===== src/rtl/crc_arb_pkg.sv =====
`timescale 1ns/1ps
`default_nettype none
// ============================================================================
// crc_arb_pkg : shared types, widths and the CRC-16 word-update function
// Rev 1.0 - initial release
// ============================================================================
package crc_arb_pkg;

  typedef enum logic [1:0] {
    IDLE = 2'd0,
    INIT = 2'd1,
    RUN  = 2'd2,
    DONE = 2'd3
  } arb_state_e;

  localparam int              CRC_W    = 16;
  localparam int              DATA_W   = 32;
  localparam logic [CRC_W-1:0] CRC_SEED = 16'hFFFF;
  // x^15+x^14+x^10+x^8+x^7+x^4+x^3+1 (x^16 implicit)
  localparam logic [CRC_W-1:0] CRC_POLY = 16'hC599;

  // Non-reflected, MSB-first update over one 32-bit word.
  function automatic logic [CRC_W-1:0] crc16_word(input logic [CRC_W-1:0]  crc_in,
                                                  input logic [DATA_W-1:0] word);
    logic [CRC_W-1:0] c;
    logic             fb;
    c = crc_in;
    for (int i = DATA_W - 1; i >= 0; i--) begin
      fb = c[CRC_W-1] ^ word[i];
      c  = {c[CRC_W-2:0], 1'b0} ^ (fb ? CRC_POLY : '0);
    end
    return c;
  endfunction

endpackage
`default_nettype wire


===== src/rtl/crc_frame_arbiter_crc16.sv =====
`timescale 1ns/1ps
`default_nettype none
// ============================================================================
// crc_frame_arbiter_crc16 : 32-bit-parallel CRC-16 engine, resets to seed
// Rev 1.0 - initial release
// ============================================================================
module crc_frame_arbiter_crc16
  import crc_arb_pkg::*;
(
  input  logic              clk,
  input  logic              rst,
  input  logic              en_i,
  input  logic [DATA_W-1:0] data_i,
  output logic [CRC_W-1:0]  crc_o
);

  logic [CRC_W-1:0] crc_q;

  always_ff @(posedge clk or posedge rst) begin
    if (rst) begin
      crc_q <= CRC_SEED;
    end else if (en_i) begin
      crc_q <= crc16_word(crc_q, data_i);
    end
  end

  assign crc_o = crc_q;

endmodule
`default_nettype wire


===== src/rtl/crc_frame_arbiter.sv =====
`timescale 1ns/1ps
`default_nettype none
// ============================================================================
// crc_frame_arbiter : round-robin frame arbiter sharing one CRC-16 engine.
// Optional stall watchdog enabled by `define CRC_ARB_TIMEOUT_EN.
// Rev 1.0 - initial release
// ============================================================================
module crc_frame_arbiter
  import crc_arb_pkg::*;
#(
  parameter int NUM_REQ        = 2,
  parameter int TIMEOUT_CYCLES = 255
)
(
  input  logic                      clk,
  input  logic                      rst,
  input  logic [NUM_REQ-1:0]        req_i,
  output logic [NUM_REQ-1:0]        gnt_o,
  input  logic [DATA_W*NUM_REQ-1:0] data_i,
  input  logic [NUM_REQ-1:0]        valid_i,
  input  logic [NUM_REQ-1:0]        last_i,
  output logic [NUM_REQ-1:0]        ready_o,
  output logic [NUM_REQ-1:0]        done_o,
  output logic [CRC_W-1:0]          crc_res_o,
  output logic [NUM_REQ-1:0]        err_o
);

  localparam int IDX_W = (NUM_REQ > 1) ? $clog2(NUM_REQ) : 1;

  arb_state_e         state_q, state_d;
  logic [NUM_REQ-1:0] gnt_q, gnt_d;
  logic [IDX_W-1:0]   gidx_q, gidx_d;
  logic [IDX_W-1:0]   rr_q, rr_d;
  logic               init_q, init_d;

  logic [IDX_W-1:0]   w_win;
  logic [IDX_W-1:0]   w_rr_next;
  logic [DATA_W-1:0]  w_data;
  logic               w_valid;
  logic               w_last;
  logic               w_accept;
  logic               w_eng_rst;

`ifdef CRC_ARB_TIMEOUT_EN
  localparam logic [15:0] STALL_LAST = 16'(TIMEOUT_CYCLES - 1);

  logic [15:0]        stall_q, stall_d;
  logic [NUM_REQ-1:0] err_q, err_d;
`else
  logic unused_timeout_cfg;
  assign unused_timeout_cfg = ^TIMEOUT_CYCLES;
`endif

  // Iterating from the far end lets the nearest requester at/after rr win.
  always_comb begin
    logic [IDX_W-1:0] cand;
    w_win = rr_q;
    for (int k = NUM_REQ - 1; k >= 0; k--) begin
      cand = IDX_W'((int'(rr_q) + k) % NUM_REQ);
      if (req_i[cand]) begin
        w_win = cand;
      end
    end
  end

  always_comb begin
    w_data = '0;
    for (int i = 0; i < NUM_REQ; i++) begin
      if (gidx_q == IDX_W'(i)) begin
        w_data = data_i[i*DATA_W +: DATA_W];
      end
    end
  end

  assign w_valid   = valid_i[gidx_q];
  assign w_last    = last_i[gidx_q];
  assign w_accept  = (state_q == RUN) & w_valid;
  assign w_rr_next = (gidx_q == IDX_W'(NUM_REQ - 1)) ? '0 : gidx_q + IDX_W'(1);

  always_comb begin
    state_d = state_q;
    gnt_d   = gnt_q;
    gidx_d  = gidx_q;
    rr_d    = rr_q;
    init_d  = 1'b0;
`ifdef CRC_ARB_TIMEOUT_EN
    stall_d = stall_q;
    err_d   = '0;
`endif
    case (state_q)
      IDLE: begin
        if (|req_i) begin
          state_d       = INIT;
          gnt_d         = '0;
          gnt_d[w_win]  = 1'b1;
          gidx_d        = w_win;
          init_d        = 1'b1;
        end
      end
      INIT: begin
        state_d = RUN;
`ifdef CRC_ARB_TIMEOUT_EN
        stall_d = '0;
`endif
      end
      RUN: begin
        if (w_accept && w_last) begin
          state_d = DONE;
        end
`ifdef CRC_ARB_TIMEOUT_EN
        if (w_accept) begin
          stall_d = '0;
        end else if (stall_q == STALL_LAST) begin
          // Abort: free the engine without a done strobe.
          state_d = IDLE;
          gnt_d   = '0;
          err_d   = gnt_q;
          rr_d    = w_rr_next;
        end else begin
          stall_d = stall_q + 16'd1;
        end
`endif
      end
      DONE: begin
        state_d = IDLE;
        gnt_d   = '0;
        rr_d    = w_rr_next;
      end
      default: begin
        state_d = IDLE;
        gnt_d   = '0;
      end
    endcase
  end

  always_ff @(posedge clk or posedge rst) begin
    if (rst) begin
      state_q <= IDLE;
      gnt_q   <= '0;
      gidx_q  <= '0;
      rr_q    <= '0;
      init_q  <= 1'b0;
    end else begin
      state_q <= state_d;
      gnt_q   <= gnt_d;
      gidx_q  <= gidx_d;
      rr_q    <= rr_d;
      init_q  <= init_d;
    end
  end

`ifdef CRC_ARB_TIMEOUT_EN
  always_ff @(posedge clk or posedge rst) begin
    if (rst) begin
      stall_q <= '0;
      err_q   <= '0;
    end else begin
      stall_q <= stall_d;
      err_q   <= err_d;
    end
  end

  assign err_o = err_q;
`else
  assign err_o = '0;
`endif

  // init_q is a flop, so the engine's reset release stays clock-aligned.
  assign w_eng_rst = rst | init_q;

  crc_frame_arbiter_crc16 u_crc (
    .clk    (clk),
    .rst    (w_eng_rst),
    .en_i   (w_accept),
    .data_i (w_data),
    .crc_o  (crc_res_o)
  );

  assign gnt_o   = gnt_q;
  assign ready_o = (state_q == RUN)  ? gnt_q : '0;
  assign done_o  = (state_q == DONE) ? gnt_q : '0;

endmodule
`default_nettype wire

===== config.mk =====
export PLATFORM = sky130hd
export DESIGN_NAME = crc_frame_arbiter
export DESIGN_NICKNAME = d
export VERILOG_FILES = /design/src/rtl/crc_arb_pkg.sv /design/src/rtl/crc_frame_arbiter_crc16.sv /design/src/rtl/crc_frame_arbiter.sv
export SDC_FILE = /design/constraint.sdc
export NUM_CORES = 1
export LEC_CHECK = 0
export ABC_AREA = 1
export CORE_ASPECT_RATIO = 0.5
export CORE_MARGIN = 3
export CORE_UTILIZATION = 50
export DETAILED_ROUTE_END_ITERATION = 6
export PLACE_DENSITY = 0.8
export SLEW_MARGIN = 20
export SYNTH_ARGS = -nofsm -noshare
export SYNTH_HDL_FRONTEND = slang
export SYNTH_HIERARCHICAL = 1
export SYNTH_SLANG_ARGS = --single-unit

===== constraint.sdc =====
create_clock -name clk -period 1.1 [get_ports clk]
set_clock_uncertainty 0.15 [all_clocks]
set_input_delay 0.22 -clock clk [delete_from_list [all_inputs] [get_ports clk]]
set_output_delay 0.22 -clock clk [all_outputs]
set_load 0.01 [all_outputs]

==> results.yml, run 1 <==
synthesis:
  synth_seq_cells: 23
  syn_area_per_cell_um2: 5.89
  ys.warnings.count: 6
  netlist_area_mm2: 0.00516
  netlist_instances: 875
  yosysUniqueCellTypes: 38
  seq_area_frac_synth_pct: 11.5
place:
  gp_congestion: 0.917
  place_worst_setup_slack_ns: -4.87
  dp_hpwl_um: 14400
  portBuffers: 93
  post_dp_cell_area_mm2: 0.00766
status:
  status: "stopped before the end"
  haltStage: "5_1_grt"
  firstError: "[ERROR DPL-0038] Utilization greater than 100%, impossible to legalize"
floorplan:
  fp.dieW_um: 150
  core.rowCount: 25
  io_pins: 96
  fp.dieH_um: 77.8
  start_util_pct: 53.0
clocking:
  cts_buffer_depth: 2
  cts_sinks: 23
  cts_root_buf: "clkbuf_16"
  numCtsBuffers: 3
  htree_levels: 1
global_routing:
  grt_max_degree: 17
sta:
  worst-ep-kind: "sequential cell input"
  crit_endpoint: "u_crc/crc_o[10]$_DFFE_PP1P_/D"
-- stage by stage --
| step | util (%) | setup TNS (ns) | cells |
|---|---|---|---|
| detailed placement | 78.7 | -89.46 | 1245 |
| global placement | 78.7 | -85.28 | 1245 |
| floorplan | - | -64.30 | 876 |
| CTS | 92.8 | -80.42 | 1303 |
-- cell families after synthesis --
logic type | synth area share (%)
buffers and inverters | 10.2
AOI/OAI and AO/OA | 1.80
and+or+nand+nor | 58.5
xor gates and xnor gates | 17.2
adders and majority gates | 0.728
other | 0.0727
DFF | 11.5
-- cells in the mapped netlist --
| master | number | area [um2] |
|---|---|---|
| inv_2 | 19 | 71.3 |
| ha_1 | 3 | 37.5 |
| buf_2 | 6 | 30.0 |
| buf_6 | 1 | 11.3 |
| o22ai_1 | 1 | 6.26 |
| xor2_4 | 2 | 55.1 |
| xnor2_2 | 2 | 32.5 |
| nand3_2 | 24 | 240 |
| or2_2 | 3 | 18.8 |
| o21ai_1 | 3 | 15.0 |
| inv_4 | 2 | 12.5 |
| nand2_4 | 26 | 293 |
| dfstp_2 | 16 | 420 |
| o211ai_1 | 1 | 7.51 |
| nand4_1 | 2 | 12.5 |
| o2111ai_1 | 1 | 8.76 |
| inv_1 | 100 | 375 |
| nand3_4 | 1 | 17.5 |
| xor2_2 | 3 | 48.8 |
| nand2_2 | 57 | 357 |
| a21oi_1 | 3 | 15.0 |
| buf_4 | 2 | 15.0 |
| clkinv_1 | 1 | 3.75 |
| or2_1 | 3 | 18.8 |
| nor2_1 | 9 | 33.8 |
| dfrtp_1 | 7 | 175 |
| clkbuf_1 | 2 | 7.51 |
| nand2_8 | 2 | 40.0 |
| conb_1 | 1 | 3.75 |
| nand3b_1 | 8 | 60.1 |
| xor3_2 | 1 | 25.0 |
| o21ai_0 | 8 | 40.0 |
| nand2_1 | 363 | 1360 |
| xnor3_1 | 1 | 22.5 |
| xor2_1 | 65 | 569 |
| nand3_1 | 105 | 526 |
| nor2_2 | 6 | 37.5 |
| xnor2_1 | 15 | 131 |
-- timing repair --
item | CTS
cloned | 1
pin swaps | 65
gates resized for setup | 322
setup buffers | 54
endpoints found under the setup margin | 45
hold buffers | 0
==> run 2, diff against run 1 <==
--- a/config.mk
+++ b/config.mk
@@ -6,11 +6,10 @@
 export NUM_CORES = 1
 export LEC_CHECK = 0
 export ABC_AREA = 1
-export CORE_ASPECT_RATIO = 0.5
 export CORE_MARGIN = 3
-export CORE_UTILIZATION = 50
+export CORE_UTILIZATION = 40
 export DETAILED_ROUTE_END_ITERATION = 6
-export PLACE_DENSITY = 0.8
+export PLACE_DENSITY_LB_ADDON = 0.15
 export SLEW_MARGIN = 20
 export SYNTH_ARGS = -nofsm -noshare
 export SYNTH_HDL_FRONTEND = slang
==> constraint.sdc (replaced) <==
create_clock -name clk -period 1.4 [get_ports clk]
set_clock_uncertainty 0.15 [all_clocks]
set_input_delay 0.28 -clock clk [delete_from_list [all_inputs] [get_ports clk]]
set_output_delay 0.28 -clock clk [all_outputs]
set_load 0.01 [all_outputs]
==> run 2 against run 1 <==
Against the previous run: the flow now finishes, with violations (setup timing); synthesized cell count unchanged; synthesized area stayed put.
==> results.yml, run 2 <==
status:
  status: "finished, violations left"
  violations: "setup timing"
floorplan:
  start_util_pct: 41.9
  fp.dieW_um: 120
  die_area_mm2: 0.0143
  core.rowCount: 40
  io_pins: 96
  fp.dieH_um: 120
  coreArea_mm2: 0.0123
sta:
  hold_viol_final: 0
  fmax_mhz: 162
  hold_ws_ns: 0.144
  setup_ws_ns: -4.77
  layout_min_cycle_time_ns: 6.17
  slew_viol_final: 0
  rsz0062_at_grt: "yes"
  period_share_pct: 441
  setup_viol: 42
clocking:
  cts.clk_slew.worst_paths_ns: 0.06
  insertion_delay_ns: 0.26
  htree_levels: 1
  numCtsBuffers: 3
  cts_sinks: 23
  cts_tree: "built"
  cts_root_buf: "clkbuf_16"
  cts_buffer_depth: 2
layout:
  n_antenna_cell: 0
  area_growth_pct: 101
  layout_common_cells: "217 x nand2_1, 166 x buf_4, 119 x nand2_2"
  final_common_cell: "nand2_1"
  largest_reg_flops: 16
  drive_gt1_share_pct: 57.5
  fillers: 635
  fin_nets: 1263
setup_path:
  reg2reg_to: "u_crc/crc_o[10]"
  critPathSlowestCell: "dfrtp_2"
  r2r_start: "gidx_q"
  cp.arrival_ns: 6.22
  critPathRequiredTime_ns: 1.45
  critPathLaunchType: "flip-flop"
  critical_path.max_stage_delay_ns: 0.43
  crit_buf_inv: 12
  ff2ff_path_depth: 51
  path_class: "reg -> reg"
  critPathMaxFanout: 8
  path_delay_family: "simple AND/OR/NAND/NOR gates"
  rrSetupSlack_ns: -4.77
  end_kind: "flip-flop"
  cp_common_cell: "nand2_1"
routing:
  dr.pass1.iters: 5
  wirelength_um: 25200
  initialDrtViolationCount: 604
  ant_nets: 0
  wl_per_cell_um: 18.6
  drcViolationCount: 0
  dr_total_vias: 7266
  vias_per_cell: 5.36
synthesis:
  yosysMostFrequentCell: "nand2_1"
  syn_area_per_cell_um2: 5.89
  netlist_area_mm2: 0.00516
  ys.warnings.count: 6
  yosysUniqueCellTypes: 38
  netlist_instances: 875
  synth_top_cell_area_share_pct: 26.4
  yosys.area.top_type: "nand2_1"
  seq_area_frac_synth_pct: 11.5
  synth_commonest_cells: "363 x nand2_1, 105 x nand3_1, 100 x inv_1, 65 x xor2_1, 57 x nand2_2"
  synth.area.top_cells: "nand2_1 26%, xor2_1 11%, nand3_1 10%, dfstp_2 8.2%, inv_1 7.3%"
  synthArstFlopShare_pct: 100
  synth_flop_cell: "dfstp_2"
  synth_edf_count: 0
  synth_seq_cells: 23
global_routing:
  grt-ovfl-total: 0
  antenna_found_initial: 0
  grt_pass1_vias: 6156
  grt_max_degree: 19
  grt_usage_pct: 24.5
  grt_pass1_wl_um: 29200
place:
  portBuffers: 93
  gp_congestion: 0.888
  place_worst_setup_slack_ns: -4.44
  dp_hpwl_um: 13300
run:
  drv_cap: 0
hold_path:
  hold_class: "in -> async"
==> run 2: cells by family (layout without fill, tap and decap cells) <==
kind of cell             Yosys count  after routing  share of synthesized area [%]
AO/OA/AOI/OAI                     17             17                           1.80
XOR/XNOR                          89             89                           17.2
adder cells (fa/ha/maj)            3              3                          0.728
buffers and inverters            133            443                           10.2
flip-flops                        23             23                           11.5
other                              1              2                         0.0727
AND/OR/NAND/NOR                  609            610                           58.5
==> run 2: repair_timing <==
item                                    CTS  global route
hold buffers                              0             0
gates resized for setup                 296           275
cloned                                    1             0
setup buffers                            47            47
pin swaps                                59           123
endpoints found under the setup margin   43            42
==> run 2: how the worst max path moves through the flow <==
stage	startpoint	end	slack, ns	cells after the start
detailed placement	data_i[62]	u_crc/crc_o[14]	-4.44	49
global placement	data_i[30]	u_crc/crc_o[8]	-4.41	49
finish	gidx_q	u_crc/crc_o[10]	-4.77	51
floorplan	gidx_q	u_crc/crc_o[8]	-3.80	57
CTS	gidx_q	u_crc/crc_o[14]	-4.11	53
global route	gidx_q	u_crc/crc_o[10]	-5.04	51
==> run 2: cell type report <==
cell class / instances / area (um2) / share of cell area (%)
timing repair buffer: 317 / 2910 / 28.1
sequential: 23 / 597 / 5.77
clock buffer: 4 / 78.8 / 0.761
multi-input combinational: 721 / 6060 / 58.5
inverter: 122 / 503 / 4.86
tap: 168 / 210 / 2.03
==> run 2: per-layer routing <==
| metal | share of wire (%) | global-route usage, % | vias to the layer above |
|---|---|---|---|
| met3 | 5.3 | 2.07 | 139 |
| met2 | 52 | 46.8 | 381 |
| met1 | 36 | 30.5 | 3448 |
| li1 | - | - | 3298 |
| met4 | 6.6 | 3.51 | 0 |
| met5 | 0 | 0 | - |
==> run 2: metrics by stage <==
step | util [%] | setup TNS, ns | instances | cell area (um2)
4_1_cts | 71.6 | -66.25 | 1319 | 8820
5_1_grt | 84.1 | -82.90 | 1355 | 10400
3_5_place_dp | 61.7 | -74.14 | 1270 | 7590
2_1_floorplan | - | -58.65 | 876 | 5410
6_report | 84.1 | -77.92 | 1355 | 10400
3_3_place_gp | 61.7 | -73.64 | 1270 | 7590
==> run 2: worst reg2reg max path: cells and delay by family, from the launching register on <==
kind | cells | cell delay (ns)
and+or+nand+nor | 37 | 3.89
AOI/OAI and AO/OA | 1 | 0.16
DFF | 1 | 0.43
buffers and inverters | 12 | 1.26
xor gates and xnor gates | 1 | 0.22
Power of run 2 is not shown: default switching activity piles up to over one toggle a cycle in this logic, so the estimate is an artifact.
==> run 3, diff against run 2 <==
--- a/config.mk
+++ b/config.mk
@@ -6,10 +6,12 @@
 export NUM_CORES = 1
 export LEC_CHECK = 0
 export ABC_AREA = 1
+export CAP_MARGIN = 25
 export CORE_MARGIN = 3
 export CORE_UTILIZATION = 40
 export DETAILED_ROUTE_END_ITERATION = 6
 export PLACE_DENSITY_LB_ADDON = 0.15
+export SKIP_LAST_GASP = 1
 export SLEW_MARGIN = 20
 export SYNTH_ARGS = -nofsm -noshare
 export SYNTH_HDL_FRONTEND = slang
==> run 3 against run 2 <==
Against the previous run: the run still ends with setup timing left; global-route usage hardly changed; die area stayed put; via count is 3.1% lower; critical endpoint is now u_crc/crc_o[14]; utilization is 1.3 points lower; routed wire length is 6.2% lower; cell area is 1.6% lower; cell count is 0.44% lower; worst hold slack worse by 0.0093 ns.
==> results.yml, run 3 (same netlist as run 2, synthesis figures left out) <==
status:
  status: "finished, violations left"
  violations: "setup timing"
setup_path:
  cp.arrival_ns: 6.20
  rrSetupSlack_ns: -4.76
  path_delay_family: "simple AND/OR/NAND/NOR gates"
  critPathSlowestCell: "dfrtp_2"
  path_class: "reg -> reg"
  reg2reg_to: "u_crc/crc_o[14]"
  cp_common_cell: "nand2_1"
  crit_buf_inv: 13
  critical_path.max_stage_delay_ns: 0.45
  r2r_start: "gidx_q"
  ff2ff_path_depth: 51
  end_kind: "flip-flop"
  critPathRequiredTime_ns: 1.44
  critPathMaxFanout: 8
  critPathLaunchType: "flip-flop"
run:
  drv_cap: 0
layout:
  stdcell_count: 1349
  utilization_pct: 82.8
  fillers: 678
  postLayoutCellArea_mm2: 0.0102
  layout_common_cells: "221 x nand2_1, 168 x buf_4, 112 x nand2_2"
  drive_gt1_share_pct: 57.1
  final_common_cell: "nand2_1"
  largest_reg_flops: 16
  area_growth_pct: 97.5
  fin_nets: 1257
  n_antenna_cell: 0
clocking:
  numCtsBuffers: 3
  cts_hold_buf: 0
  cts.clk_slew.worst_paths_ns: 0.06
  insertion_delay_ns: 0.26
  cts_root_buf: "clkbuf_16"
  cts_tree: "built"
  cts_sinks: 23
  cts_buffer_depth: 2
  htree_levels: 1
routing:
  wirelength_um: 23600
  dr.pass1.iters: 5
  drcViolationCount: 0
  wl_per_cell_um: 17.5
  vias_per_cell: 5.22
  ant_nets: 0
  dr_total_vias: 7039
  initialDrtViolationCount: 574
global_routing:
  grt_usage_pct: 24.5
  antenna_found_initial: 0
  grt_pass1_vias: 6169
  grt-ovfl-total: 0
  grt_pass1_wl_um: 29200
  grt_max_degree: 19
sta:
  rsz0062_at_grt: "yes"
  fmax_mhz: 162
  hold_viol_final: 0
  period_share_pct: 440
  slew_viol_final: 0
  fin_setup_tns_ns: -76.31
  setup_viol: 41
  setup_ws_ns: -4.76
  layout_min_cycle_time_ns: 6.16
floorplan:
  core.rowCount: 40
  fp.dieW_um: 120
  coreArea_mm2: 0.0123
  fp.dieH_um: 120
  die_area_mm2: 0.0143
  io_pins: 96
  start_util_pct: 41.9
place:
  gp_congestion: 0.888
  dp_hpwl_um: 13300
  post_dp_cell_area_mm2: 0.00759
  portBuffers: 93
  dp_cells: 1270
hold_path:
  hold_class: "in -> async"
==> run 3: cell count changes in the layout (fill, tap and decap cells not counted), sizes merged <==
cell / before / now
buf: 244 / 238
==> run 3: layout make-up <==
cell class,count,area (um2),area share [%]
clock buffer,4,78.8,0.774
timing repair buffer,311,2820,27.6
sequential,23,597,5.86
tap,168,210,2.06
multi-input combinational,721,5990,58.8
inverter,122,495,4.86
==> run 3: routing by layer <==
layer / GRT usage, % / up-vias / share of wire (%)
met5: 0 / - / 0
met3: 2.21 / 110 / 4.2
met1: 30.4 / 3362 / 37
li1: - / 3284 / -
met4: 3.51 / 0 / 4.7
met2: 46.6 / 283 / 54
==> run 3: per-stage QoR <==
| stage | hold WS, ns | setup slack [ns] |
|---|---|---|
| after floorplan | -0.0666 | -3.80 |
| after global placement | 0.346 | -4.41 |
| after detailed placement | 0.349 | -4.44 |
| after CTS | 0.141 | -4.11 |
| after global routing | 0.170 | -5.07 |
| final | 0.135 | -4.76 |
==> run 3: repair_timing <==
action | CTS | global route
setup endpoints to repair | 43 | 42
gates cloned | 1 | 0
buffers inserted | 47 | 41
gates resized for setup | 285 | 274
pin swaps | 58 | 124
==> run 3: worst max-delay path by stage <==
| stage | from | to | depth (start not counted) |
|---|---|---|---|
| 4_1_cts | gidx_q | u_crc/crc_o[14] | 53 |
| 3_3_place_gp | data_i[30] | u_crc/crc_o[8] | 49 |
| 2_1_floorplan | gidx_q | u_crc/crc_o[8] | 57 |
| 3_5_place_dp | data_i[62] | u_crc/crc_o[14] | 49 |
| 6_report | gidx_q | u_crc/crc_o[14] | 51 |
| 5_1_grt | gidx_q | u_crc/crc_o[14] | 51 |
Power of run 3 is left out for the same reason.
==> run 4, diff against run 3 <==
--- a/config.mk
+++ b/config.mk
@@ -10,6 +10,7 @@
 export CORE_MARGIN = 3
 export CORE_UTILIZATION = 40
 export DETAILED_ROUTE_END_ITERATION = 6
+export HOLD_SLACK_MARGIN = 0.08
 export PLACE_DENSITY_LB_ADDON = 0.15
 export SKIP_LAST_GASP = 1
 export SLEW_MARGIN = 20
@@ -17,3 +18,4 @@
 export SYNTH_HDL_FRONTEND = slang
 export SYNTH_HIERARCHICAL = 1
 export SYNTH_SLANG_ARGS = --single-unit
+export TNS_END_PERCENT = 1
==> run 4 against run 3 <==
Against the previous run: the run still ends with setup timing left; via count fell by 11%; sequential share of layout area up 1.0 points; die area is the same; worst hold slack better by 0.0033 ns; worst setup slack better by 0.39 ns; register-to-register slack better by 0.39 ns; utilization decreased by 13 points; non-clock buffer count fell by 23; critical path depth fell by 1; critical endpoint is now u_crc/crc_o[7]; highest routed layer unchanged.
==> results.yml, run 4 (same netlist as run 2, synthesis figures left out) <==
floorplan:
  fp.dieW_um: 120
  fp.dieH_um: 120
  die_area_mm2: 0.0143
  start_util_pct: 41.9
  io_pins: 96
  coreArea_mm2: 0.0123
  core.rowCount: 40
clocking:
  insertion_delay_ns: 0.25
  cts_buffer_depth: 2
  cts.clk_slew.worst_paths_ns: 0.06
  cts_tree: "built"
  cts_sinks: 23
  cts_hold_buf: 0
  cts_root_buf: "clkbuf_16"
  htree_levels: 1
  numCtsBuffers: 3
place:
  gp_congestion: 0.885
  dp_hpwl_um: 13500
  place_worst_setup_slack_ns: -4.47
  portBuffers: 93
global_routing:
  grt_usage_pct: 22.6
  grt_max_degree: 20
  antenna_found_initial: 0
  grt-ovfl-total: 0
  grt_pass1_vias: 5859
  grt_pass1_wl_um: 27100
routing:
  drcViolationCount: 0
  dr_total_vias: 6242
  ant_nets: 0
  wl_per_cell_um: 13.1
  vias_per_cell: 4.71
  wirelength_um: 17300
  dr.pass1.iters: 4
  initialDrtViolationCount: 290
layout:
  n_antenna_cell: 0
  layout_common_cells: "306 x nand2_1, 189 x buf_4, 93 x inv_1, 93 x clkdlybuf4s50_1, 81 x nand2_2"
  largest_reg_flops: 16
  utilization_pct: 70.1
  final_common_cell: "nand2_1"
  fin_nets: 1233
  drive_gt1_share_pct: 41.1
  area_growth_pct: 67.3
setup_path:
  critPathRequiredTime_ns: 1.44
  cp_common_cell: "nand2_4"
  path_class: "reg -> reg"
  critPathLaunchType: "flip-flop"
  cp.arrival_ns: 5.82
  critPathSlowestCell: "dfrtp_1"
  critPathMaxFanout: 8
  critical_path.max_stage_delay_ns: 0.43
  end_kind: "flip-flop"
sta:
  hold_ws_ns: 0.138
  slew_viol_final: 0
  fmax_mhz: 173
  setup_ws_ns: -4.37
  setup_viol: 43
  rsz0062_at_grt: "yes"
  fin_setup_tns_ns: -79.50
  period_share_pct: 412
  hold_viol_final: 0
  layout_min_cycle_time_ns: 5.77
run:
  drv_cap: 0
status:
  violations: "setup timing"
  status: "finished, violations left"
hold_path:
  hold_class: "in -> async"
==> run 4: changes by cell type in the layout (fill, tap and decap cells not counted), moves of 22 or more <==
cell,change
nand2_1,+85
buf_6,-57
nand2_4,-39
nand2_2,-31
nand3_1,+27
nand3_4,-25
clkdlybuf4s50_1,+22
==> run 4: worst max-delay path, delay by kind of cell (launching register included) <==
kind	cells	cell delay, ns
simple gates	36	3.37
buf+inv	12	1.35
flops	1	0.43
xor+xnor	2	0.39
==> run 4: stage by stage <==
stage               std cells  area [um2]
floorplan                 876        5160
global placement         1287        7460
detailed placement       1287        7460
CTS                      1304        8060
global route             1325        8630
finish                   1325        8630
==> run 4: path summary, 6_finish.rpt <==
check                            from         endpoint  slack, ns  cells after the start
hold reg to reg            state_q[0]       state_q[0]       0.36                      2
setup / recovery               gidx_q   u_crc/crc_o[7]      -4.37                     50
setup reg to reg               gidx_q   u_crc/crc_o[7]      -4.37                     50
min in group clk           state_q[0]       state_q[0]       0.36                      2
max in group asynchronous         rst  u_crc/crc_o[11]       0.42                      4
hold / removal                    rst       state_q[0]       0.14                      2
==> run 4: final cells by class <==
cell class                 count  area (um2)
tap                          168         210
multi-input combinational    720        4850
fill                        1048        3680
sequential                    23         596
inverter                     122         465
clock buffer                   4        78.8
timing repair buffer         288        2430
==> run 4: per-layer routing <==
metal | vias to the layer above | share of wire [%] | GRT usage, %
li1 | 3242 | - | -
met4 | 0 | 1.1 | 2.51
met1 | 2895 | 44 | 29.2
met3 | 20 | 2.1 | 1.18
met5 | - | 0 | 0
met2 | 85 | 52 | 42.5
==> run 4: what timing repair did <==
item                       CTS  global route
setup endpoints to repair   43            44
gates resized for setup     94            89
pin swaps                   43            45
buffers inserted            13            21
Power of run 4 is left out for the same reason.
